<file path="src/rtl/histogram_frame_sequencer_if.sv">
// rtl/histogram_frame_sequencer_if.sv - control/stream bundle between the frame sequencer and the filter+histogram top
interface histogram_frame_sequencer_if;
    logic [12:0] threshold;
    logic        init;
    logic        start;
    logic        fullImageDone;
    logic        readHistogram;
    logic [7:0]  xHistogramOut;
    logic [7:0]  yHistogramOut;
    logic        xValid;
    logic        yValid;
    logic        clearHistogram;
    logic        histogramCleared;

    modport master (
        output threshold, init, start, readHistogram, clearHistogram,
        input  fullImageDone, xHistogramOut, yHistogramOut, xValid, yValid, histogramCleared
    );

    modport slave (
        input  threshold, init, start, readHistogram, clearHistogram,
        output fullImageDone, xHistogramOut, yHistogramOut, xValid, yValid, histogramCleared
    );
endinterface

</file>
<file path="src/rtl/histogram_frame_sequencer.sv">
// rtl/histogram_frame_sequencer.sv - per-frame controller: init/start, wait filter, read and peak-track histograms, clear
module histogram_frame_sequencer #(
    parameter int NUM_BINS     = 256,
    parameter int FILT_TIMEOUT = 200000,
    parameter int RD_TIMEOUT   = 1024
) (
    input  logic                          clk,
    input  logic                          reset,
    input  logic                          frame_req,
    input  logic [12:0]                   thr_cfg,
    histogram_frame_sequencer_if.master   dp,
    output logic                          busy,
    output logic                          result_valid,
    output logic [7:0]                    peak_x,
    output logic [7:0]                    peak_y,
    output logic [7:0]                    peak_x_cnt,
    output logic [7:0]                    peak_y_cnt,
    output logic                          timeout_err
);

    localparam int TMAX = (FILT_TIMEOUT > RD_TIMEOUT) ? FILT_TIMEOUT : RD_TIMEOUT;
    localparam int TW   = $clog2(TMAX + 1);
    localparam logic [TW-1:0] FILT_LAST = TW'(FILT_TIMEOUT - 1);
    localparam logic [TW-1:0] RD_LAST   = TW'(RD_TIMEOUT - 1);
    localparam logic [8:0]    BINS      = 9'(NUM_BINS);
    localparam logic [8:0]    BINS_M1   = 9'(NUM_BINS - 1);

    typedef enum logic [2:0] {
        IDLE, INIT, START, FILTER, READ, CLEAR, DONE
    } state_t;

    state_t          state, state_next;
    logic [TW-1:0]   timer;
    logic [8:0]      xbin, ybin;
    logic [12:0]     thr_reg;
    logic            init_r, start_r, read_r, clear_r;
    logic            to_hit;
    logic            x_last, y_last, x_take, y_take;

    assign dp.threshold      = thr_reg;
    assign dp.init           = init_r;
    assign dp.start          = start_r;
    assign dp.readHistogram  = read_r;
    assign dp.clearHistogram = clear_r;
    assign busy              = (state != IDLE);

    // An axis is finished once NUM_BINS beats are counted, including a final beat landing this cycle.
    assign x_take = (state == READ) && dp.xValid && (xbin != BINS);
    assign y_take = (state == READ) && dp.yValid && (ybin != BINS);
    assign x_last = (xbin == BINS) || (x_take && (xbin == BINS_M1));
    assign y_last = (ybin == BINS) || (y_take && (ybin == BINS_M1));

    always_comb begin
        state_next = state;
        to_hit     = 1'b0;
        unique case (state)
            IDLE:   if (frame_req) state_next = INIT;
            INIT:   state_next = START;
            START:  state_next = FILTER;
            FILTER: begin
                if (dp.fullImageDone) begin
                    state_next = READ;
                end else if (timer == FILT_LAST) begin
                    state_next = CLEAR;
                    to_hit     = 1'b1;
                end
            end
            READ: begin
                if (x_last && y_last) begin
                    state_next = CLEAR;
                end else if (timer == RD_LAST) begin
                    state_next = CLEAR;
                    to_hit     = 1'b1;
                end
            end
            CLEAR: begin
                if (dp.histogramCleared) begin
                    state_next = timeout_err ? IDLE : DONE;
                end else if (timer == RD_LAST) begin
                    state_next = IDLE;
                    to_hit     = 1'b1;
                end
            end
            DONE:    state_next = IDLE;
            default: state_next = IDLE;
        endcase
    end

    always_ff @(posedge clk) begin
        if (reset) begin
            state        <= IDLE;
            timer        <= '0;
            xbin         <= '0;
            ybin         <= '0;
            thr_reg      <= '0;
            init_r       <= 1'b0;
            start_r      <= 1'b0;
            read_r       <= 1'b0;
            clear_r      <= 1'b0;
            result_valid <= 1'b0;
            peak_x       <= '0;
            peak_y       <= '0;
            peak_x_cnt   <= '0;
            peak_y_cnt   <= '0;
            timeout_err  <= 1'b0;
        end else begin
            state        <= state_next;
            init_r       <= (state_next == INIT);
            start_r      <= (state_next == START);
            read_r       <= (state_next == READ);
            clear_r      <= (state_next == CLEAR);
            result_valid <= (state_next == DONE);

            // Timer restarts on every state change, so each wait is measured from its own entry.
            if (state_next != state) begin
                timer <= '0;
            end else if (state == FILTER || state == READ || state == CLEAR) begin
                timer <= timer + 1'b1;
            end

            if (state == IDLE && frame_req) begin
                thr_reg     <= thr_cfg;
                peak_x      <= '0;
                peak_y      <= '0;
                peak_x_cnt  <= '0;
                peak_y_cnt  <= '0;
                timeout_err <= 1'b0;
            end

            if (to_hit) timeout_err <= 1'b1;

            if (state_next == READ && state != READ) begin
                xbin <= '0;
                ybin <= '0;
            end

            // Strict compare keeps the lowest index on ties.
            if (x_take) begin
                xbin <= xbin + 1'b1;
                if (dp.xHistogramOut > peak_x_cnt) begin
                    peak_x_cnt <= dp.xHistogramOut;
                    peak_x     <= xbin[7:0];
                end
            end
            if (y_take) begin
                ybin <= ybin + 1'b1;
                if (dp.yHistogramOut > peak_y_cnt) begin
                    peak_y_cnt <= dp.yHistogramOut;
                    peak_y     <= ybin[7:0];
                end
            end
        end
    end

endmodule

</file>
<file path="src/flat_wrapper.sv">
// flat-port wrapper written by rule: the top's interface ports become plain ports
module histogram_frame_sequencer_flat 
#(
    parameter int NUM_BINS     = 256,
    parameter int FILT_TIMEOUT = 200000,
    parameter int RD_TIMEOUT   = 1024
)
  (clk, reset, frame_req, thr_cfg, busy, result_valid, peak_x, peak_y, peak_x_cnt, peak_y_cnt, timeout_err, dp_threshold, dp_init, dp_start, dp_readHistogram, dp_clearHistogram, dp_fullImageDone, dp_xHistogramOut, dp_yHistogramOut, dp_xValid, dp_yValid, dp_histogramCleared);
  histogram_frame_sequencer_if dp_i ();
  input  logic clk;
  input  logic reset;
  input  logic frame_req;
  input  logic [12:0] thr_cfg;
  output logic busy;
  output logic result_valid;
  output logic [7:0] peak_x;
  output logic [7:0] peak_y;
  output logic [7:0] peak_x_cnt;
  output logic [7:0] peak_y_cnt;
  output logic timeout_err;
  output wire logic [$bits(dp_i.threshold)-1:0] dp_threshold;
  output wire logic [$bits(dp_i.init)-1:0] dp_init;
  output wire logic [$bits(dp_i.start)-1:0] dp_start;
  output wire logic [$bits(dp_i.readHistogram)-1:0] dp_readHistogram;
  output wire logic [$bits(dp_i.clearHistogram)-1:0] dp_clearHistogram;
  input wire logic [$bits(dp_i.fullImageDone)-1:0] dp_fullImageDone;
  input wire logic [$bits(dp_i.xHistogramOut)-1:0] dp_xHistogramOut;
  input wire logic [$bits(dp_i.yHistogramOut)-1:0] dp_yHistogramOut;
  input wire logic [$bits(dp_i.xValid)-1:0] dp_xValid;
  input wire logic [$bits(dp_i.yValid)-1:0] dp_yValid;
  input wire logic [$bits(dp_i.histogramCleared)-1:0] dp_histogramCleared;
  assign dp_threshold = dp_i.threshold;
  assign dp_init = dp_i.init;
  assign dp_start = dp_i.start;
  assign dp_readHistogram = dp_i.readHistogram;
  assign dp_clearHistogram = dp_i.clearHistogram;
  assign dp_i.fullImageDone = dp_fullImageDone;
  assign dp_i.xHistogramOut = dp_xHistogramOut;
  assign dp_i.yHistogramOut = dp_yHistogramOut;
  assign dp_i.xValid = dp_xValid;
  assign dp_i.yValid = dp_yValid;
  assign dp_i.histogramCleared = dp_histogramCleared;
  histogram_frame_sequencer #(.NUM_BINS(NUM_BINS), .FILT_TIMEOUT(FILT_TIMEOUT), .RD_TIMEOUT(RD_TIMEOUT)) u_core (.clk(clk), .reset(reset), .frame_req(frame_req), .thr_cfg(thr_cfg), .dp(dp_i), .busy(busy), .result_valid(result_valid), .peak_x(peak_x), .peak_y(peak_y), .peak_x_cnt(peak_x_cnt), .peak_y_cnt(peak_y_cnt), .timeout_err(timeout_err));
endmodule
</file>
<file path="config.mk">
export PLATFORM = sky130hd
export DESIGN_NAME = histogram_frame_sequencer_flat
export DESIGN_NICKNAME = d
export VERILOG_FILES = /design/src/rtl/histogram_frame_sequencer_if.sv /design/src/rtl/histogram_frame_sequencer.sv /design/src/flat_wrapper.sv
export SDC_FILE = /design/constraint.sdc
export NUM_CORES = 1
export LEC_CHECK = 0
export CORE_ASPECT_RATIO = 0.8
export CORE_MARGIN = 2
export CORE_UTILIZATION = 40
export CTS_CLUSTER_DIAMETER = 40
export CTS_CLUSTER_SIZE = 30
export DETAILED_ROUTE_END_ITERATION = 10
export PLACE_DENSITY = 0.66
export REMOVE_ABC_BUFFERS = 1
export SYNTH_ARGS = -nofsm -noshare
export SYNTH_HDL_FRONTEND = slang
export SYNTH_SLANG_ARGS = --single-unit
</file>
<file path="constraint.sdc">
create_clock -name clk -period 2.2 [get_ports clk]
set_input_delay 0.44 -clock clk [delete_from_list [all_inputs] [get_ports clk]]
set_output_delay 0.44 -clock clk [all_outputs]
set_load 0.02 [all_outputs]
</file>
### Word-level counts from Yosys, hierarchy flattened

Cells that the tools add are included.

* output and inout port bits: 52
* logic and storage cells: 91
* register bits after elaboration: 90
* bits of input ports: 36

* multiplexer cells: 32
* equality and inequality tests: 20
* add/sub/neg operators: 3
* order comparisons: 2
* reductions and logical operators: 19

Operators by type and width (number)
* 8-bit 2-to-1 mux: 12
* 9-bit 2-to-1 mux: 3
* 3-bit 2-to-1 mux: 8
* 18-bit by 1-bit adder with 18-bit output (second input constant): 1
* 9-bit by 1-bit adder with 9-bit output (second input constant): 2
* 18-bit by 10-bit == test with 1-bit output (second input constant): 1
* 18-bit == test (second input constant): 1
* 9-bit by 8-bit == test with 1-bit output (second input constant): 2
* 9-bit == test (second input constant): 2
* 9-bit inequality test (second input constant): 2
* 3-bit case mux with 6 select lines: 1
* 8-bit greater-than comparator: 2
* 3-bit == test (second input constant): 5
* 3-bit by 2-bit == test with 1-bit output (second input constant): 3
* 1-bit logical AND: 9
* 1-bit 2-to-1 mux: 7
* 3-bit by 1-bit == test with 1-bit output (second input constant): 2
* 2-bit nonzero test: 3
* 1-bit logical OR: 4
* 3-bit logical NOT: 1
* 3-bit inequality test: 1
* 3-bit inequality test (second input constant): 1
* 1-bit case mux with 3 select lines: 1
* 3-bit nonzero test: 1
* 2-bit OR reduction: 1

### Depth between registers and ports, before layout

Gate-level depths: netlist (run 1).

* word-level depth: 12
* depth in mapped cells: 10
* mapped depth without buffers: 9

### Worst setup path before layout (run 1)

Ideal clock, no wire load.

* path kind: register to register
* start: register u_core.xbin[0]
* end: register u_core.timer[0]
* stages on the path, launching flop included: 11
* period minus slack after synthesis: 2365 ps
* library setup time: 120 ps
* required time: 2080 ps
* path slack: -165 ps
* arrival time: 2245 ps
* path buffers: 1
* cell sequence: dfxtp_1 -> ha_1 -> and3_1 -> and3_1 -> and3_1 -> ha_1 -> a22oi_1 -> o221a_2 -> a211oi_4 -> buf_6 -> nor3_2

* longest elaborated chain between the ends: 9
* elaborated cells between the ends (all ways): 11
* those cells by class: eq/ne: 4; mux: 2; reduce/logical: 5

RTL lines
* start, declared: line histogram_frame_sequencer.sv:34 `logic [8:0] xbin, ybin;`
* start signal, assigned: line histogram_frame_sequencer.sv:139 `xbin <= xbin + 1'b1;`
* 9-bit inequality test: line histogram_frame_sequencer.sv:48 `assign x_take = (state == READ) && dp.xValid && (xbin != BINS);`
* 1-bit logical AND: line histogram_frame_sequencer.sv:48
* 1-bit logical AND: line histogram_frame_sequencer.sv:50 `assign x_last = (xbin == BINS) || (x_take && (xbin == BINS_M1));`
* 1-bit logical OR *: line histogram_frame_sequencer.sv:50
* 1-bit logical AND *: line histogram_frame_sequencer.sv:69 `if (x_last && y_last) begin`
* 3-bit 2-to-1 mux *: line histogram_frame_sequencer.sv:69
* 3-bit case mux with 6 select lines *: line histogram_frame_sequencer.sv:56 `unique case (state)`
* 3-bit inequality test *: line histogram_frame_sequencer.sv:115 `if (state_next != state) begin`
* 2-bit OR reduction (no source line) *
* end signal, assigned: line histogram_frame_sequencer.sv:118 `timer <= timer + 1'b1;`
* end, declared: line histogram_frame_sequencer.sv:33 `logic [TW-1:0] timer;`

Mark *: on every way between the ends. The rest lies on a longest branch, timed or not.
A chain may end at the register's enable or synchronous reset.

### Worst setup path in the final report (run 1)

* start: register u_core.xbin[1]
* end: register u_core.timer[5]

The elaborated chain is that of the path after synthesis.

==> metrics.md, run 1 <==
| Metric | Value |
|---|---|
| Source of the worst register-to-register timing path | `u_core.xbin[1]` |
| Number of iterations in the first detailed-routing pass | `4` |
| Violations in the final reports | `negative setup slack` |
| Pin count of the biggest net entering global routing | `78` |
| Area of the multi-input gates | `0.00294 mm2` |
| CP delay by family, top | `compound AO/OA/AOI/OAI gates` |
| Internal power contribution | `2930 uW` |
| FP Rows | `35` |
| Worst path slowest cell | `sky130_fd_sc_hd__dfxtp_2` |
| Number of vias after detailed routing | `4203` |
| Arrival time worst endpoint | `2.52 ns` |
| Logic depth of the worst register-to-register path | `11` |
| Filler-free cell count of the finished design | `805` |
| Cell breakdown of the critical path | `ha_4 > and3_4 > and3_4 > and3_4 > ha_4 > a22oi_2 > o221a_2 > a211oi_4 > buf_6 > buf_12 > nor3_2` |
| Die area | `0.0129 mm2` |
| Proportion of register bits with asynchronous set or reset after synthesis | `0%` |
| Overall track demand over capacity in global routing | `18.6%` |
| Post-synthesis cell area | `0.00478 mm2` |
| Yosys warns | `0` |
| Required @ worst endpoint | `2.44 ns` |
| Routability congestion estimate from global placement | `0.850` |
| Worst Tran Pin Value | `0.531 ns` |
| Endpoint of the worst hold-timing path | `u_core.dp.threshold[7]` |
| Number of global-route vias before repair | `4162` |
| Number of distinct standard cells referenced by the synthesized netlist | `56` |
| CTS tree | `done` |
| Skew final | `0.00977 ns` |
| Share of layout cells above drive strength 1 | `18.7%` |
| Top cells by count, synth | `sky130_fd_sc_hd__dfxtp_1, sky130_fd_sc_hd__nand2_1, sky130_fd_sc_hd__nand2b_1` |
| Number of failing hold endpoints at the final stage | `0` |
| Register area share after synthesis | `37.7%` |
| Die H | `102 um` |
| Most frequent cell on the critical path | `sky130_fd_sc_hd__and3_4` |
| Detailed-placement wirelength estimate | `7970 um` |
| Worst Hold Launch | `u_core.dp.threshold[7]` |
| Average wire per cell in the routed design | `14.6 um` |
| Net switching share of the total power | `24.6%` |
| Flop-to-flop setup slack | `-0.08 ns` |
| Num ports | `88` |
| Antenna cell count | `0` |
| Path type of the worst min-delay path | `flip-flop to flip-flop` |
| Period minus WS final | `2.28 ns` |
| Part of the total power dissipated in sequential elements | `43.4%` |
| Number of buffers inserted for hold repair after clock tree synthesis | `0` |
| Maxcap violations | `0` |
| Status | `finished, violations left` |
| Clock edge transition at the registers on the reported setup and hold paths | `0.07 ns` |
| Number of standard cells after synthesis | `536` |
| Number of filler instances in the final layout | `985` |
| FF/Latch Area | `0.00181 mm2` |
| Count of buffers inserted at the top-level ports | `87` |
| Power, Total | `3880 uW` |
| Leakage power of the design | `0.00233 uW` |
| Worst slack at placement | `-0.119 ns` |
| Flip-flop cell with the highest count after synthesis | `sky130_fd_sc_hd__dfxtp_1` |
| Highest net fanout along the worst path | `5` |
| Clock power share | `42.3%` |
| Crit Reg-Reg Endpoint | `u_core.timer[5]` |
| Root Buffer | `sky130_fd_sc_hd__clkbuf_16` |
| Pwr/cell area | `583 mW/mm2` |
| Number of setup violations in the final report | `18` |
| Worst Setup Path Type | `flip-flop to flip-flop` |
| Cell type contributing the most total cell area after synthesis | `sky130_fd_sc_hd__dfxtp_1` |
| Core region area | `0.0116 mm2` |
| Timing-limited maximum frequency | `0.439 GHz` |
| CP endpoint kind | `flip-flop` |
| Number of buffers added by the clock tree synthesis step | `9` |
| #FFs+latches synth | `90` |
| Worst path buffer plus inverter count | `2` |
| Number of design rule violations left after detail routing | `0` |
| Number of antenna violations at the first check in global routing | `0` |
| Die width | `126 um` |
| Top-area cell type share of the netlist area | `37.7%` |
| Hold Crit Depth | `2` |
| Final worst-path cycle share | `104%` |
| Area added between synthesis and finish | `39.1%` |
| Count of antenna-violating nets left after detailed routing | `0` |
| Insertion delay of the later-clocked pin in the worst-skew pair | `0.35 ns` |
| Worst path max stage delay | `0.37 ns` |
| Cell with the most instances after synthesis | `sky130_fd_sc_hd__dfxtp_1` |
| Largest voltage drop on the vdd net | `0.000374 V` |
| Final slew viol count | `0` |
| Detailed Route Iter0 Violations | `196` |
| Number of nets in the final layout | `711` |
| Vias/cell | `5.22` |
| Starting utilization of the core area | `41.2%` |
| Bufs on Longest Clock Path | `2` |
| Synth area leaders | `sky130_fd_sc_hd__dfxtp_1, sky130_fd_sc_hd__mux2i_1, sky130_fd_sc_hd__ha_1` |
| Setup TNS | `-1.11 ns` |
| Wire length of the first global-routing pass | `19500 um` |
| Max-slew headroom at the worst pin | `64.5%` |
| Avg Cell Area, Syn | `8.92 um2` |
| RSZ-0062 raised after global routing | `true` |
| Power share of the combinational group | `14.4%` |
| Number of enable flip-flop cells after synthesis | `0` |
| Switching power of the nets | `954 uW` |
| Total gr overflow | `0` |
| H-tree depth reported by CTS | `3` |
| Total wire length after detailed routing | `11800 um` |
| Placed cell count | `778` |
| Clock Sinks | `90` |
| CP startpoint kind | `flip-flop` |
| PnR worst setup slack | `-0.0774 ns` |
[kinds of logic after synthesis]
kind of cell,share of synthesized area (%)
simple gates,29.0
flops,37.7
compound gates,12.3
buf+inv,4.63
mux,6.91
fa+ha+maj,6.02
xor+xnor,3.48
[worst reg2reg max path, cell delays in order, from the launching register on]
cell,delay (ns)
sky130_fd_sc_hd__dfxtp_2,0.37
sky130_fd_sc_hd__ha_4,0.15
sky130_fd_sc_hd__and3_4,0.19
sky130_fd_sc_hd__and3_4,0.18
sky130_fd_sc_hd__and3_4,0.19
sky130_fd_sc_hd__ha_4,0.12
sky130_fd_sc_hd__a22oi_2,0.05
sky130_fd_sc_hd__o221a_2,0.31
sky130_fd_sc_hd__a211oi_4,0.27
sky130_fd_sc_hd__buf_6,0.17
sky130_fd_sc_hd__buf_12,0.13
sky130_fd_sc_hd__nor3_2,0.04
[worst max-delay path by stage]
stage	end	startpoint	slack, ns	cells after the start
floorplan	u_core.timer[1]	u_core.xbin[0]	-0.35	9
global placement	u_core.timer[1]	u_core.ybin[0]	-0.06	10
detailed placement	u_core.timer[2]	u_core.xbin[0]	-0.12	10
CTS	u_core.timer[5]	u_core.ybin[0]	-0.06	11
global route	u_core.timer[2]	u_core.xbin[1]	-0.17	11
finish	u_core.timer[5]	u_core.xbin[1]	-0.08	11
[flip-flops by register name (all words and copies together) (netlist names), 3 cells and up]
name                 count
u_core.timer            18
u_core.dp.threshold     13
u_core.xbin              9
u_core.ybin              9
u_core.peak_x            8
u_core.peak_x_cnt        8
u_core.peak_y            8
u_core.peak_y_cnt        8
u_core.state             3
[power groups by stage]
stage / combinational (uW) / sequential, uW / clock, uW
after CTS: 558 / 1680 / 1680
final: 558 / 1680 / 1640
after global routing: 602 / 1690 / 1740
after detailed placement: 480 / 1720 / 0
after floorplan: 198 / 1740 / 0
after global placement: 472 / 1720 / 0
[layout make-up]
class / instances / share of cell area, %
inverter: 26 / 1.47
multi-input combinational: 392 / 44.2
clock buffer: 11 / 3.50
clock inverter: 5 / 1.18
timing repair buffer: 133 / 19.7
tap: 148 / 2.78
sequential: 90 / 27.2
[layer usage]
metal | wire length (um) | GRT usage, % | up-vias
met5 | 0 | 0 | -
met4 | 208 | 5.24 | 0
met3 | 473 | 5.29 | 17
met2 | 5400 | 30.7 | 79
met1 | 5680 | 24.1 | 1997
li1 | - | - | 2110
[cell usage in the layout (no fill, tap or decap), types with 6 or more instances in the layout]
| cell type | count |
|---|---|
| sky130_fd_sc_hd__clkdlybuf4s50_1 | 86 |
| sky130_fd_sc_hd__dfxtp_1 | 84 |
| sky130_fd_sc_hd__nand2_1 | 39 |
| sky130_fd_sc_hd__nand2b_1 | 37 |
| sky130_fd_sc_hd__buf_4 | 36 |
| sky130_fd_sc_hd__a21oi_1 | 35 |
| sky130_fd_sc_hd__nor2_1 | 34 |
| sky130_fd_sc_hd__mux2i_1 | 33 |
| sky130_fd_sc_hd__nand3b_1 | 27 |
| sky130_fd_sc_hd__inv_1 | 26 |
| sky130_fd_sc_hd__ha_1 | 19 |
| sky130_fd_sc_hd__nor3_2 | 18 |
| sky130_fd_sc_hd__or3_1 | 14 |
| sky130_fd_sc_hd__o21ai_0 | 12 |
| sky130_fd_sc_hd__xor2_1 | 12 |
| sky130_fd_sc_hd__nand3_1 | 10 |
| sky130_fd_sc_hd__nand4_1 | 9 |
| sky130_fd_sc_hd__clkbuf_16 | 9 |
| sky130_fd_sc_hd__xnor2_1 | 7 |
| sky130_fd_sc_hd__and3_1 | 7 |
| sky130_fd_sc_hd__and3_4 | 6 |
| sky130_fd_sc_hd__dfxtp_2 | 6 |
[timing repair]
item / 4_1_cts / 5_1_grt
endpoints found under the setup margin: 22 / 23
gates cloned: 2 / 1
gates resized for setup: 31 / 17
buffers inserted: 4 / 5
pin swaps: 10 / 7
[stage by stage]
step	hold slack, ns	cell area [um2]	utilization, %
3_5_place_dp	0.449	6040	52.0
2_1_floorplan	0.478	4660	-
6_report	0.454	6660	57.3
4_1_cts	0.457	6560	56.5
5_1_grt	0.475	6660	57.3
3_3_place_gp	0.442	6040	52.0
No activity file was read; power rests on OpenSTA's default activity.
==> run 2: changes to the inputs <==
--- a/config.mk
+++ b/config.mk
@@ -6,7 +6,6 @@
 export NUM_CORES = 1
 export LEC_CHECK = 0
 export CORE_ASPECT_RATIO = 0.8
-export CORE_MARGIN = 2
 export CORE_UTILIZATION = 40
 export CTS_CLUSTER_DIAMETER = 40
 export CTS_CLUSTER_SIZE = 30
==> run 2 against run 1 <==
  * The flow still finishes with violations (negative setup slack)
  * Clock skew decreased by 0.0011 ns
  * Worst hold slack got worse by 0.090 ns
  * Sequential share of layout area increased by 0.48 points
  * Clock-buffer cell count increased by 1
  * Worst setup slack improved by 0.0080 ns
  * Sequential power about the same
  * Die area decreased by 3.5%
  * Register-to-register slack about the same
  * Core utilization decreased by 0.78 points
  * Global-route usage decreased by 0.11 points
  * Flip-flop and latch count unchanged
  * Critical endpoint is now u_core.timer[8]
==> metrics.md, run 2 (synthesis results as in run 1) <==
| Metric | Value |
|---|---|
| Maxcap violations | `0` |
| Vias/cell | `5.16` |
| Area added between synthesis and finish | `36.7%` |
| FP Rows | `35` |
| Die H | `99.8 um` |
| Number of buffers added by the clock tree synthesis step | `9` |
| Required @ worst endpoint | `2.43 ns` |
| Highest-count cells in the layout ignoring fill and taps | `sky130_fd_sc_hd__clkdlybuf4s50_1, sky130_fd_sc_hd__dfxtp_1, sky130_fd_sc_hd__buf_4` |
| FF/Latch Area | `0.00181 mm2` |
| Placed cell count | `784` |
| Number of global-route vias before repair | `4024` |
| Area of the multi-input gates | `0.00288 mm2` |
| Setup TNS | `-0.978 ns` |
| Worst-case hold slack | `0.364 ns` |
| Skew final | `0.00871 ns` |
| Final slew viol count | `0` |
| Most common cell after layout, fill and taps aside | `sky130_fd_sc_hd__clkdlybuf4s50_1` |
| Share of layout cells above drive strength 1 | `17.6%` |
| Wire length of the first global-routing pass | `18800 um` |
| H-tree depth reported by CTS | `3` |
| CP startpoint kind | `flip-flop` |
| Layout Cell Area excl Fill | `0.00654 mm2` |
| Leakage power of the design | `0.00230 uW` |
| Number of vias after detailed routing | `4165` |
| Highest net fanout along the worst path | `18` |
| Filler-free cell count of the finished design | `807` |
| Final worst-path cycle share | `103%` |
| Root Buffer | `sky130_fd_sc_hd__clkbuf_16` |
| Clock edge transition at the registers on the reported setup and hold paths | `0.06 ns` |
| Largest voltage drop on the vdd net | `0.000351 V` |
| RSZ-0062 raised after global routing | `true` |
| Total gr overflow | `0` |
| Worst Setup Path Type | `flip-flop to flip-flop` |
| Placement Cell Area | `0.00607 mm2` |
| PnR worst setup slack | `-0.0694 ns` |
| Overall track demand over capacity in global routing | `18.5%` |
| Clock Sinks | `90` |
| Detailed-placement wirelength estimate | `8080 um` |
| Core region area | `0.0116 mm2` |
| Insertion delay of the later-clocked pin in the worst-skew pair | `0.34 ns` |
| Arrival time worst endpoint | `2.50 ns` |
| Num ports | `88` |
| Violations in the final reports | `negative setup slack` |
| Number of antenna violations at the first check in global routing | `0` |
| Max reg flops | `18` |
| Power, Total | `3670 uW` |
| Number of filler instances in the final layout | `1035` |
| Count of antenna-violating nets left after detailed routing | `0` |
| Detailed Route Iter0 Violations | `212` |
| Timing-limited maximum frequency | `0.441 GHz` |
| Die width | `124 um` |
| Number of buffers inserted for hold repair after clock tree synthesis | `0` |
| Number of iterations in the first detailed-routing pass | `4` |
| Starting utilization of the core area | `41.4%` |
| Antenna cell count | `0` |
| Status | `finished, violations left` |
| Path type of the worst min-delay path | `primary input to flip-flop` |
| Count of buffers inserted at the top-level ports | `87` |
| CP endpoint kind | `flip-flop` |
| Number of nets in the final layout | `713` |
| Number of setup violations in the final report | `19` |
| Register with the most flip-flops | `u_core.timer` |
| Routability congestion estimate from global placement | `0.816` |
| Total wire length after detailed routing | `11400 um` |
| Pin count of the biggest net entering global routing | `73` |
| Max-slew headroom at the worst pin | `61.0%` |
| Worst Tran Pin Value | `0.584 ns` |
| Number of failing hold endpoints at the final stage | `0` |
| Number of design rule violations left after detail routing | `0` |
| Pwr/cell area | `561 mW/mm2` |
| CTS tree | `done` |
| Die area | `0.0124 mm2` |
| Bufs on Longest Clock Path | `2` |
| Average wire per cell in the routed design | `14.2 um` |
| Period minus WS final | `2.27 ns` |
[run 2: changes by cell type in the layout (fill, tap and decap cells not counted), sizes merged]
cell,before,now
buf,47,49
clkinvlp,0,1
bufinv,2,0
clkbuf,11,12
clkinv,3,1
inv,26,28
[run 2: path summary, 6_finish.rpt]
| check | start | cells past startpoint | endpoint | slack (ns) |
|---|---|---|---|---|
| setup / recovery | u_core.xbin[0] | 10 | u_core.timer[8] | -0.07 |
| hold / removal | reset | 2 | u_core.timeout_err | 0.36 |
| setup reg to reg | u_core.xbin[0] | 10 | u_core.timer[8] | -0.07 |
| hold reg to reg | u_core.dp.threshold[8] | 2 | u_core.dp.threshold[8] | 0.45 |
[run 2: stage by stage]
step	util [%]	setup slack, ns
floorplan	-	-0.349
global placement	52.5	-0.0690
detailed placement	52.5	-0.153
CTS	55.2	-0.0566
global route	56.6	-0.164
finish	56.6	-0.0694
[run 2: layout make-up]
cell class / count / area share [%]
flip-flops and latches: 90 / 27.7
repair buffers: 135 / 19.5
clock inverters: 4 / 0.517
multi-input cells: 392 / 44.1
clock buffers: 12 / 3.92
inverters: 26 / 1.49
well taps: 148 / 2.83
[run 2: where the power goes]
| part | switching (uW) | total [uW] | internal, uW |
|---|---|---|---|
| logic | 253 | 481 | 228 |
| clock network | 665 | 1500 | 839 |
| registers | 25.4 | 1680 | 1660 |
| total | 943 | 3670 | 2720 |
[run 2: critical path: stages, from the launching register on]
cell	delay (ns)
sky130_fd_sc_hd__dfxtp_2	0.35
sky130_fd_sc_hd__ha_4	0.14
sky130_fd_sc_hd__and3_4	0.18
sky130_fd_sc_hd__and3_1	0.17
sky130_fd_sc_hd__and3_1	0.17
sky130_fd_sc_hd__ha_2	0.17
sky130_fd_sc_hd__a22oi_2	0.08
sky130_fd_sc_hd__o221a_2	0.33
sky130_fd_sc_hd__a211oi_4	0.29
sky130_fd_sc_hd__buf_12	0.21
sky130_fd_sc_hd__nor3_1	0.07
[run 2: layer usage]
layer,vias to the layer above,GRT usage (%),part of all wire [%]
li1,2124,-,-
met1,1954,23.0,47
met2,73,31.4,47
met3,14,4.48,3.6
met4,0,6.39,1.6
met5,-,0,0
[run 2: repair_timing]
| item | 4_1_cts | 5_1_grt |
|---|---|---|
| buffers inserted | 0 | 7 |
| setup endpoints to repair | 23 | 24 |
| gates resized for setup | 7 | 21 |
| pin swaps | 3 | 6 |
==> run 3: changes to the inputs <==
--- a/config.mk
+++ b/config.mk
@@ -5,12 +5,14 @@
 export SDC_FILE = /design/constraint.sdc
 export NUM_CORES = 1
 export LEC_CHECK = 0
+export CELL_PAD_IN_SITES_DETAIL_PLACEMENT = 0
+export CELL_PAD_IN_SITES_GLOBAL_PLACEMENT = 1
 export CORE_ASPECT_RATIO = 0.8
-export CORE_UTILIZATION = 40
+export CORE_UTILIZATION = 36
 export CTS_CLUSTER_DIAMETER = 40
 export CTS_CLUSTER_SIZE = 30
 export DETAILED_ROUTE_END_ITERATION = 10
-export PLACE_DENSITY = 0.66
+export PLACE_DENSITY_LB_ADDON = 0.1
 export REMOVE_ABC_BUFFERS = 1
 export SYNTH_ARGS = -nofsm -noshare
 export SYNTH_HDL_FRONTEND = slang
==> run 3 against run 2 <==
  * The flow still finishes with violations (negative setup slack)
  * Sequential power about the same
  * Combinational power increased by 18%
  * Maximum frequency decreased by 1.4%
  * Flip-flop and latch count unchanged
  * Core utilization decreased by 4.2 points
  * Worst hold slack improved by 0.075 ns
  * Clock skew decreased by 0.0033 ns
  * Critical path depth increased by 1
  * Global-route usage decreased by 0.16 points
  * Wire length increased by 3.9%
  * Total power increased by 9.4%
  * Critical path type unchanged
  * Critical endpoint is now u_core.timer[6]
  * Largest cell class unchanged
  * Largest power group is now the clock network
==> metrics.md, run 3 (synthesis results as in run 1) <==
| Metric | Value |
|---|---|
| Status | `finished, violations left` |
| Violations in the final reports | `negative setup slack` |
| Pin count of the biggest net entering global routing | `79` |
| Arrival time worst endpoint | `2.53 ns` |
| CP delay by family, top | `simple AND/OR/NAND/NOR gates` |
| Die H | `105 um` |
| Highest-count cells in the layout ignoring fill and taps | `sky130_fd_sc_hd__clkdlybuf4s50_1, sky130_fd_sc_hd__dfxtp_1, sky130_fd_sc_hd__buf_4` |
| Part of the total power dissipated in sequential elements | `41.9%` |
| Period minus WS final | `2.30 ns` |
| Number of nets in the final layout | `720` |
| FP Rows | `37` |
| Overall track demand over capacity in global routing | `18.3%` |
| Switching power of the nets | `958 uW` |
| Worst slack at placement | `-0.150 ns` |
| Clock power share | `43.9%` |
| Root Buffer | `sky130_fd_sc_hd__clkbuf_16` |
| Maxcap violations | `0` |
| Worst path slowest cell | `sky130_fd_sc_hd__dfxtp_2` |
| CTS tree | `done` |
| Power share of the combinational group | `14.2%` |
| Number of design rule violations left after detail routing | `0` |
| Antenna cell count | `0` |
| Total wire length after detailed routing | `11900 um` |
| Number of vias after detailed routing | `4161` |
| Path type of the worst min-delay path | `primary input to flip-flop` |
| Register with the most flip-flops | `u_core.timer` |
| Timing-limited maximum frequency | `0.435 GHz` |
| Highest net fanout along the worst path | `4` |
| Worst path buffer plus inverter count | `2` |
| Routability congestion estimate from global placement | `0.830` |
| Detailed Route Iter0 Violations | `186` |
| Detailed-placement wirelength estimate | `8130 um` |
| Pwr/cell area | `593 mW/mm2` |
| Placement Cell Area | `0.00616 mm2` |
| Worst Tran Pin Value | `0.537 ns` |
| Die area | `0.0138 mm2` |
| CP startpoint kind | `flip-flop` |
| Average wire per cell in the routed design | `14.1 um` |
| PnR worst setup slack | `-0.101 ns` |
| Internal power contribution | `3050 uW` |
| Max-slew headroom at the worst pin | `64.1%` |
| Vias/cell | `4.95` |
| Number of setup violations in the final report | `18` |
| Flop-to-flop setup slack | `-0.10 ns` |
| Number of iterations in the first detailed-routing pass | `4` |
| Wire length of the first global-routing pass | `19800 um` |
| Area added between synthesis and finish | `41.5%` |
| Insertion delay of the later-clocked pin in the worst-skew pair | `0.34 ns` |
| Clock Sinks | `90` |
| Bufs on Longest Clock Path | `2` |
| Most frequent cell on the critical path | `sky130_fd_sc_hd__and3_4` |
| Count of buffers inserted at the top-level ports | `87` |
| Net switching share of the total power | `23.9%` |
| Final slew viol count | `0` |
| Final worst-path cycle share | `105%` |
| Leakage power of the design | `0.00239 uW` |
| Starting utilization of the core area | `37.0%` |
| Cell breakdown of the critical path | `ha_4 > and3_4 > and3_4 > and3_4 > ha_4 > a22oi_2 > o221a_2 > a211oi_4 > buf_6 > clkbuf_16 > nor3_1` |
| Number of buffers added by the clock tree synthesis step | `9` |
| Die width | `131 um` |
| Worst Setup Path Type | `flip-flop to flip-flop` |
| Layout Cell Area excl Fill | `0.00677 mm2` |
| Worst path max stage delay | `0.35 ns` |
| Number of global-route vias before repair | `4087` |
| CP endpoint kind | `flip-flop` |
| Most common cell after layout, fill and taps aside | `sky130_fd_sc_hd__clkdlybuf4s50_1` |
| Core region area | `0.0129 mm2` |
| Required @ worst endpoint | `2.43 ns` |
| Number of failing hold endpoints at the final stage | `0` |
| Count of antenna-violating nets left after detailed routing | `0` |
| Skew final | `0.00543 ns` |
| Max reg flops | `18` |
| H-tree depth reported by CTS | `3` |
| Largest voltage drop on the vdd net | `0.000323 V` |
| Number of antenna violations at the first check in global routing | `0` |
| Share of layout cells above drive strength 1 | `18.3%` |
| Clock edge transition at the registers on the reported setup and hold paths | `0.06 ns` |
| Total gr overflow | `0` |
| Num ports | `88` |
| RSZ-0062 raised after global routing | `true` |
==> run 3: changes by cell type in the layout (fill, tap and decap cells not counted), sizes merged <==
cell      before  now
bufinv         0    3
clkinv         1    3
buf           49   55
clkinvlp       1    0
clkbuf        12   11
inv           28   26
==> run 3: layout make-up <==
cell class / instances / area, um2
multi-input combinational: 392 / 2880
clock inverter: 6 / 105
tap: 175 / 219
fill: 1196 / 6150
timing repair buffer: 142 / 1430
inverter: 26 / 97.6
clock buffer: 10 / 229
sequential: 90 / 1810
==> run 3: worst register-to-register path: stages (launching register included) <==
cell                        delay (ns)
sky130_fd_sc_hd__dfxtp_2          0.35
sky130_fd_sc_hd__ha_4             0.14
sky130_fd_sc_hd__and3_4           0.18
sky130_fd_sc_hd__and3_4           0.20
sky130_fd_sc_hd__and3_4           0.19
sky130_fd_sc_hd__ha_4             0.12
sky130_fd_sc_hd__a22oi_2          0.06
sky130_fd_sc_hd__o221a_2          0.33
sky130_fd_sc_hd__a211oi_4         0.22
sky130_fd_sc_hd__buf_6            0.20
sky130_fd_sc_hd__clkbuf_16        0.16
sky130_fd_sc_hd__nor3_1           0.04
==> run 3: per-stage QoR <==
| stage | util (%) | TNS, ns | std cells | hold slack, ns | power, uW |
|---|---|---|---|---|---|
| 2_1_floorplan | - | -5.96 | 508 | 0.478 | 1940 |
| 3_3_place_gp | 47.7 | -1.43 | 816 | 0.443 | 2210 |
| 3_5_place_dp | 47.7 | -3.06 | 816 | 0.447 | 2210 |
| 4_1_cts | 51.7 | -0.695 | 838 | 0.434 | 4040 |
| 5_1_grt | 52.4 | -2.62 | 841 | 0.448 | 4190 |
| 6_report | 52.4 | -1.32 | 841 | 0.440 | 4010 |
==> run 3: repair_timing <==
item                                    in CTS  in global routing
cloned                                       2                  1
buffers inserted                             4                  2
pin swaps                                    6                  6
hold buffers                                 0                  0
endpoints found under the setup margin      23                 23
gates resized for setup                     24                  6
==> run 3: worst paths after layout <==
path                             end                    start  depth (start not counted)
max                  u_core.timer[6]           u_core.ybin[1]                         11
min reg2reg  u_core.dp.threshold[10]  u_core.dp.threshold[10]                          2
max reg2reg          u_core.timer[6]           u_core.ybin[1]                         11
min                  u_core.state[1]                    reset                          2
==> run 3: routing by layer <==
metal / vias up / track usage (%) / routed length, um
met5: - / 0 / 0
met1: 1947 / 23.7 / 5780
met4: 0 / 5.09 / 127
met3: 12 / 4.45 / 372
li1: 2143 / - / -
met2: 59 / 30.0 / 5590
==> run 3: power groups by stage <==
| stage | registers [uW] | logic (uW) | clock network [uW] |
|---|---|---|---|
| floorplan | 1740 | 198 | 0 |
| global placement | 1720 | 491 | 0 |
| detailed placement | 1720 | 497 | 0 |
| CTS | 1680 | 554 | 1810 |
| global route | 1680 | 617 | 1890 |
| finish | 1680 | 569 | 1760 |
==> patch 1: new RTL, settings of run 2 <==
`FILT_TIMEOUT` is set to 200000 in 2 places; all go to 800000.
--- a/src/rtl/histogram_frame_sequencer.sv
+++ b/src/rtl/histogram_frame_sequencer.sv
@@ -1,7 +1,7 @@
 // rtl/histogram_frame_sequencer.sv - per-frame controller: init/start, wait filter, read and peak-track histograms, clear
 module histogram_frame_sequencer #(
     parameter int NUM_BINS     = 256,
-    parameter int FILT_TIMEOUT = 200000,
+    parameter int FILT_TIMEOUT = 800000,
     parameter int RD_TIMEOUT   = 1024
 ) (
     input  logic                          clk,
--- a/src/flat_wrapper.sv
+++ b/src/flat_wrapper.sv
@@ -2,7 +2,7 @@
 module histogram_frame_sequencer_flat 
 #(
     parameter int NUM_BINS     = 256,
-    parameter int FILT_TIMEOUT = 200000,
+    parameter int FILT_TIMEOUT = 800000,
     parameter int RD_TIMEOUT   = 1024
 )
   (clk, reset, frame_req, thr_cfg, busy, result_valid, peak_x, peak_y, peak_x_cnt, peak_y_cnt, timeout_err, dp_threshold, dp_init, dp_start, dp_readHistogram, dp_clearHistogram, dp_fullImageDone, dp_xHistogramOut, dp_yHistogramOut, dp_xValid, dp_yValid, dp_histogramCleared);
Function: no difference found for any inputs over 10 cycles, from zero or initial values and one cycle with reset high; that may be too few to reach the edited logic, so the function may still have changed.
==> patch 1 against run 2 <==
Sequential cell count is 2 higher. Power is 8.7% higher. Synthesized area stayed put. Worst setup slack worse by 0.12 ns. Clock skew is 0.00084 ns higher. Final area is 5.9% higher. Critical endpoint is now u_core.timer[3]$_SDFFE_PP0P_. Routed wire length is 12% higher. Synthesized cell count is 1.1% higher. The flow still finishes with violations (setup timing). First-iteration DRC count is 0.47% higher.
==> patch 1: results <==
set metrics [dict create \
    outcome "finished with violations" \
    violations "setup timing" \
    num-multi-input-gates 399 \
    grt_pass1_vias 4290 \
    synth.avg_cell_area_um2 8.83 \
    grt_first_pass_wirelength_um 20700 \
    dpl_cell_area_um2 6230 \
    final_cell_count_no_fill 845 \
    yosys-top-cells-count "dfxtp_1 (92), nor2_1 (72), nand2_1 (50)" \
    synth_compound_area_share_pct 9.47 \
    met3WireLength_um 533 \
    cp.depth 6 \
    grt_max_degree 28 \
    drt-vias-per-instance 5.24 \
    largest_register_ffs 20 \
    buffers_excl_clock 164 \
    whs_endpoint "u_core.dp.threshold[8]$_SDFFE_PP0P_" \
    synth_seq_cells 92 \
    synth_area_leaders "dfxtp_1 (39%), ha_1 (6.0%), mux2i_1 (5.7%)" \
    layout-drive-gt1-share_pct 24.2 \
    r2r-end "u_core.timer[3]$_SDFFE_PP0P_" \
    synth-xor-area-share_pct 4.21 \
    ir_worst_vdd_mv 0.518 \
    gp_congestion 0.834 \
    timing.final.setup_violations 23 \
    final_util_pct 59.9 \
    ff_latch_area_um2 1850 \
    cpLargestDelayFamily "simple AND/OR/NAND/NOR gates" \
    critPathMaxStageDelay_ns 0.52 \
    min_from "u_core.dp.threshold[8]$_SDFFE_PP0P_" \
    multiInputGateArea_um2 2950 \
    skew_ns 0.00955 \
    crit_path_end "u_core.timer[3]$_SDFFE_PP0P_" \
    dr.first_iter.drc_count 213 \
    fin_tns_setup_ns -3.31 \
    grtUsageTotal_pct 20.6 \
    grtUsageMet2_pct 33.9 \
    grt_use_met1_pct 27.1 \
    crit_path_start "u_core.timer[10]$_SDFFE_PP0P_" \
    cp_slowest_cell "or4_4" \
    holdWs_ns 0.459 \
    postCtsSetupBuffers 3 \
    wl_met2_um 6030 \
    final-clk-cell-share_pct 4.17 \
    fillers 973 \
    bufAreaShareNonClock_pct 22.5 \
    leakage_nw 2.77 \
    wl_met1_um 6070 \
    synth_cell_types 60 \
    cp_max_fo 5 \
    slew_headroom_pct 64.1 \
    avgRoutedWirePerCell_um 15.1 \
    fin_nets 751 \
    place_ws_ns -0.361 \
    synth.area.mux_share_pct 7.38 \
    hold_class "reg -> reg" \
    dp_hpwl_um 8740 \
    final.setup.worst_slack_ns -0.191 \
]
## patch 1: cell count changes after synthesis, moves of 10 or more
cell,run 2,this run
nor3_2,10,0
nor2_1,34,72
nor3_1,14,2
o21ai_0,12,30
and2_1,3,13
nand2b_1,37,13
nand3b_1,27,1
nor4_2,2,18
a21oi_1,35,23
or3_1,14,0
nand2_1,39,50
## patch 1: logic make-up (layout without fill, tap and decap cells)
family                     Yosys count  after routing
buffers and inverters               54            206
AOI/OAI and AO/OA                   74             74
adders and majority gates           23             23
DFF                                 92             92
xor gates and xnor gates            23             23
and+or+nand+nor                    242            242
muxes                               34             37
## patch 1: power by group
part	switching [W]	total (W)	internal, W
Combinational	0.000412	0.000755	0.000343
Sequential	0.0000302	0.00173	0.00170
Clock	0.000665	0.00150	0.000834
Total	0.00111	0.00399	0.00288
==> patch 2: new RTL, config.mk and constraints of run 2 <==
Made on the original files. Register the input `thr_cfg` before use, cleared by the reset. The logic sees it one clock later. The other inputs are not delayed to match.
--- a/src/rtl/histogram_frame_sequencer.sv
+++ b/src/rtl/histogram_frame_sequencer.sv
@@ -28,6 +28,16 @@
     typedef enum logic [2:0] {
         IDLE, INIT, START, FILTER, READ, CLEAR, DONE
     } state_t;
+
+    logic [12:0] thr_cfg_q;
+
+    always_ff @(posedge clk) begin
+        if (reset) begin
+            thr_cfg_q <= '0;
+        end else begin
+            thr_cfg_q <= thr_cfg;
+        end
+    end
 
     state_t          state, state_next;
     logic [TW-1:0]   timer;
@@ -119,7 +129,7 @@
             end
 
             if (state == IDLE && frame_req) begin
-                thr_reg     <= thr_cfg;
+                thr_reg     <= thr_cfg_q;
                 peak_x      <= '0;
                 peak_y      <= '0;
                 peak_x_cnt  <= '0;
Check against the original RTL: not equivalent (Yosys sat finds a counterexample within 4 cycles, from zero or initial values and one cycle with reset high).
==> patch 2 against run 2 <==
The flow still finishes with violations (setup timing). Clock power rose by 8%. Final cell count rose by 6.7%. Critical path depth fell by 2. Worst setup slack got worse by 0.23 ns. Count of clock-buffer cells in the layout fell by 3. Sequential power rose by 14%. Sequential cell count rose by 13. Non-clock buffer count rose by 31. Maximum frequency fell by 9.1%. Synthesized area fell by 0.31%. Final area rose by 7.2%. Routed wire length rose by 3.3%. Power rose by 10%. Critical endpoint is now u_core.timer[17]$_SDFFE_PP0P_. Highest routed layer unchanged.
==> patch 2: results <==
set metrics [dict create \
    drt-vias-per-instance 4.97 \
    wl_met1_um 5550 \
    bufAreaShareNonClock_pct 22.9 \
    grt_pass1_vias 4005 \
    seq_power_w 0.00191 \
    cpLargestDelayFamily "simple AND/OR/NAND/NOR gates" \
    synth_area_leaders "dfxtp_1 (43%), nor2_1 (7.1%), ha_1 (6.0%)" \
    ir_worst_vdd_mv 0.329 \
    sh_seq_area_pct 29.5 \
    fin_tns_setup_ns -5.85 \
    buffers_excl_clock 166 \
    final.setup.worst_slack_ns -0.298 \
    critPathArrivalTime_ns 2.75 \
    synth_cell_types 53 \
    slew_headroom_pct 67.9 \
    fin_area_um2 7010 \
    synth.avg_cell_area_um2 8.62 \
    grt_first_pass_wirelength_um 18100 \
    final-clk-cell-share_pct 4.34 \
    grtUsageMet2_pct 30.0 \
    gp_congestion 0.838 \
    timing.final.setup_violations 24 \
    cp_slowest_cell "or4_1" \
    p_clk_share_pct 40.1 \
    fin_nets 767 \
    avgRoutedWirePerCell_um 13.7 \
    grt_use_met1_pct 22.9 \
    internal_power_w 0.00296 \
    dpl_cell_area_um2 6250 \
    path_clk_slew_ns 0.08 \
    cts_sinks 103 \
    seq_area_frac_synth_pct 43.2 \
    violations "setup timing" \
    place_inst 828 \
    inv_count 30 \
    yosys-top-cells-count "dfxtp_1 (103), nor2_1 (90), nand2_1 (60)" \
    wl_met2_um 5470 \
    multi_input_area_share_pct 39.0 \
    num-multi-input-gates 398 \
    cp_max_fo 5 \
    p_comb_share_pct 12.6 \
    outcome "finished with violations" \
    grt_max_degree 28 \
    dp_hpwl_um 8190 \
    leakage_nw 2.91 \
    met3WireLength_um 590 \
]
## patch 2: cell count changes after synthesis, moves of 7 or more
| cell | before | now |
|---|---|---|
| nand3b_1 | 27 | 3 |
| or3_1 | 14 | 1 |
| o21ai_0 | 12 | 24 |
| nor3_2 | 10 | 0 |
| and2_1 | 3 | 14 |
| nand2b_1 | 37 | 12 |
| mux2i_1 | 33 | 26 |
| nor3_1 | 14 | 4 |
| a21oi_1 | 35 | 27 |
| dfxtp_1 | 90 | 103 |
| nor2_1 | 34 | 90 |
| nor2b_1 | 3 | 16 |
| nand2_1 | 39 | 60 |
## patch 2: cell families (layout without fill, tap and decap cells)
logic type	after synthesis	after routing	share of synthesized area [%]
flops	103	103	43.2
mux	32	32	6.87
compound gates	75	75	10.3
fa+ha+maj	23	23	6.04
buf+inv	52	212	4.38
xor+xnor	23	23	4.22
simple gates	245	245	25.0
## patch 2: path summary, 6_finish.rpt
kind | from | endpoint | slack (ns) | cells after the start
setup reg to reg | u_core.timer[15]$_SDFFE_PP0P_ | u_core.timer[17]$_SDFFE_PP0P_ | -0.30 | 8
hold / removal | u_core.thr_cfg_q[1]$_SDFF_PP0_ | u_core.dp.threshold[1]$_SDFFE_PP0P_ | 0.44 | 2
setup / recovery | u_core.timer[15]$_SDFFE_PP0P_ | u_core.timer[17]$_SDFFE_PP0P_ | -0.30 | 8
hold reg to reg | u_core.thr_cfg_q[1]$_SDFF_PP0_ | u_core.dp.threshold[1]$_SDFFE_PP0P_ | 0.44 | 2
## patch 2: what timing repair did
action | in CTS | in global routing
hold endpoints to repair | 0 | 0
setup buffers | 1 | 13
endpoints found under the setup margin | 26 | 36
resized for setup | 4 | 59
gates cloned | 0 | 3
pin swaps | 3 | 29
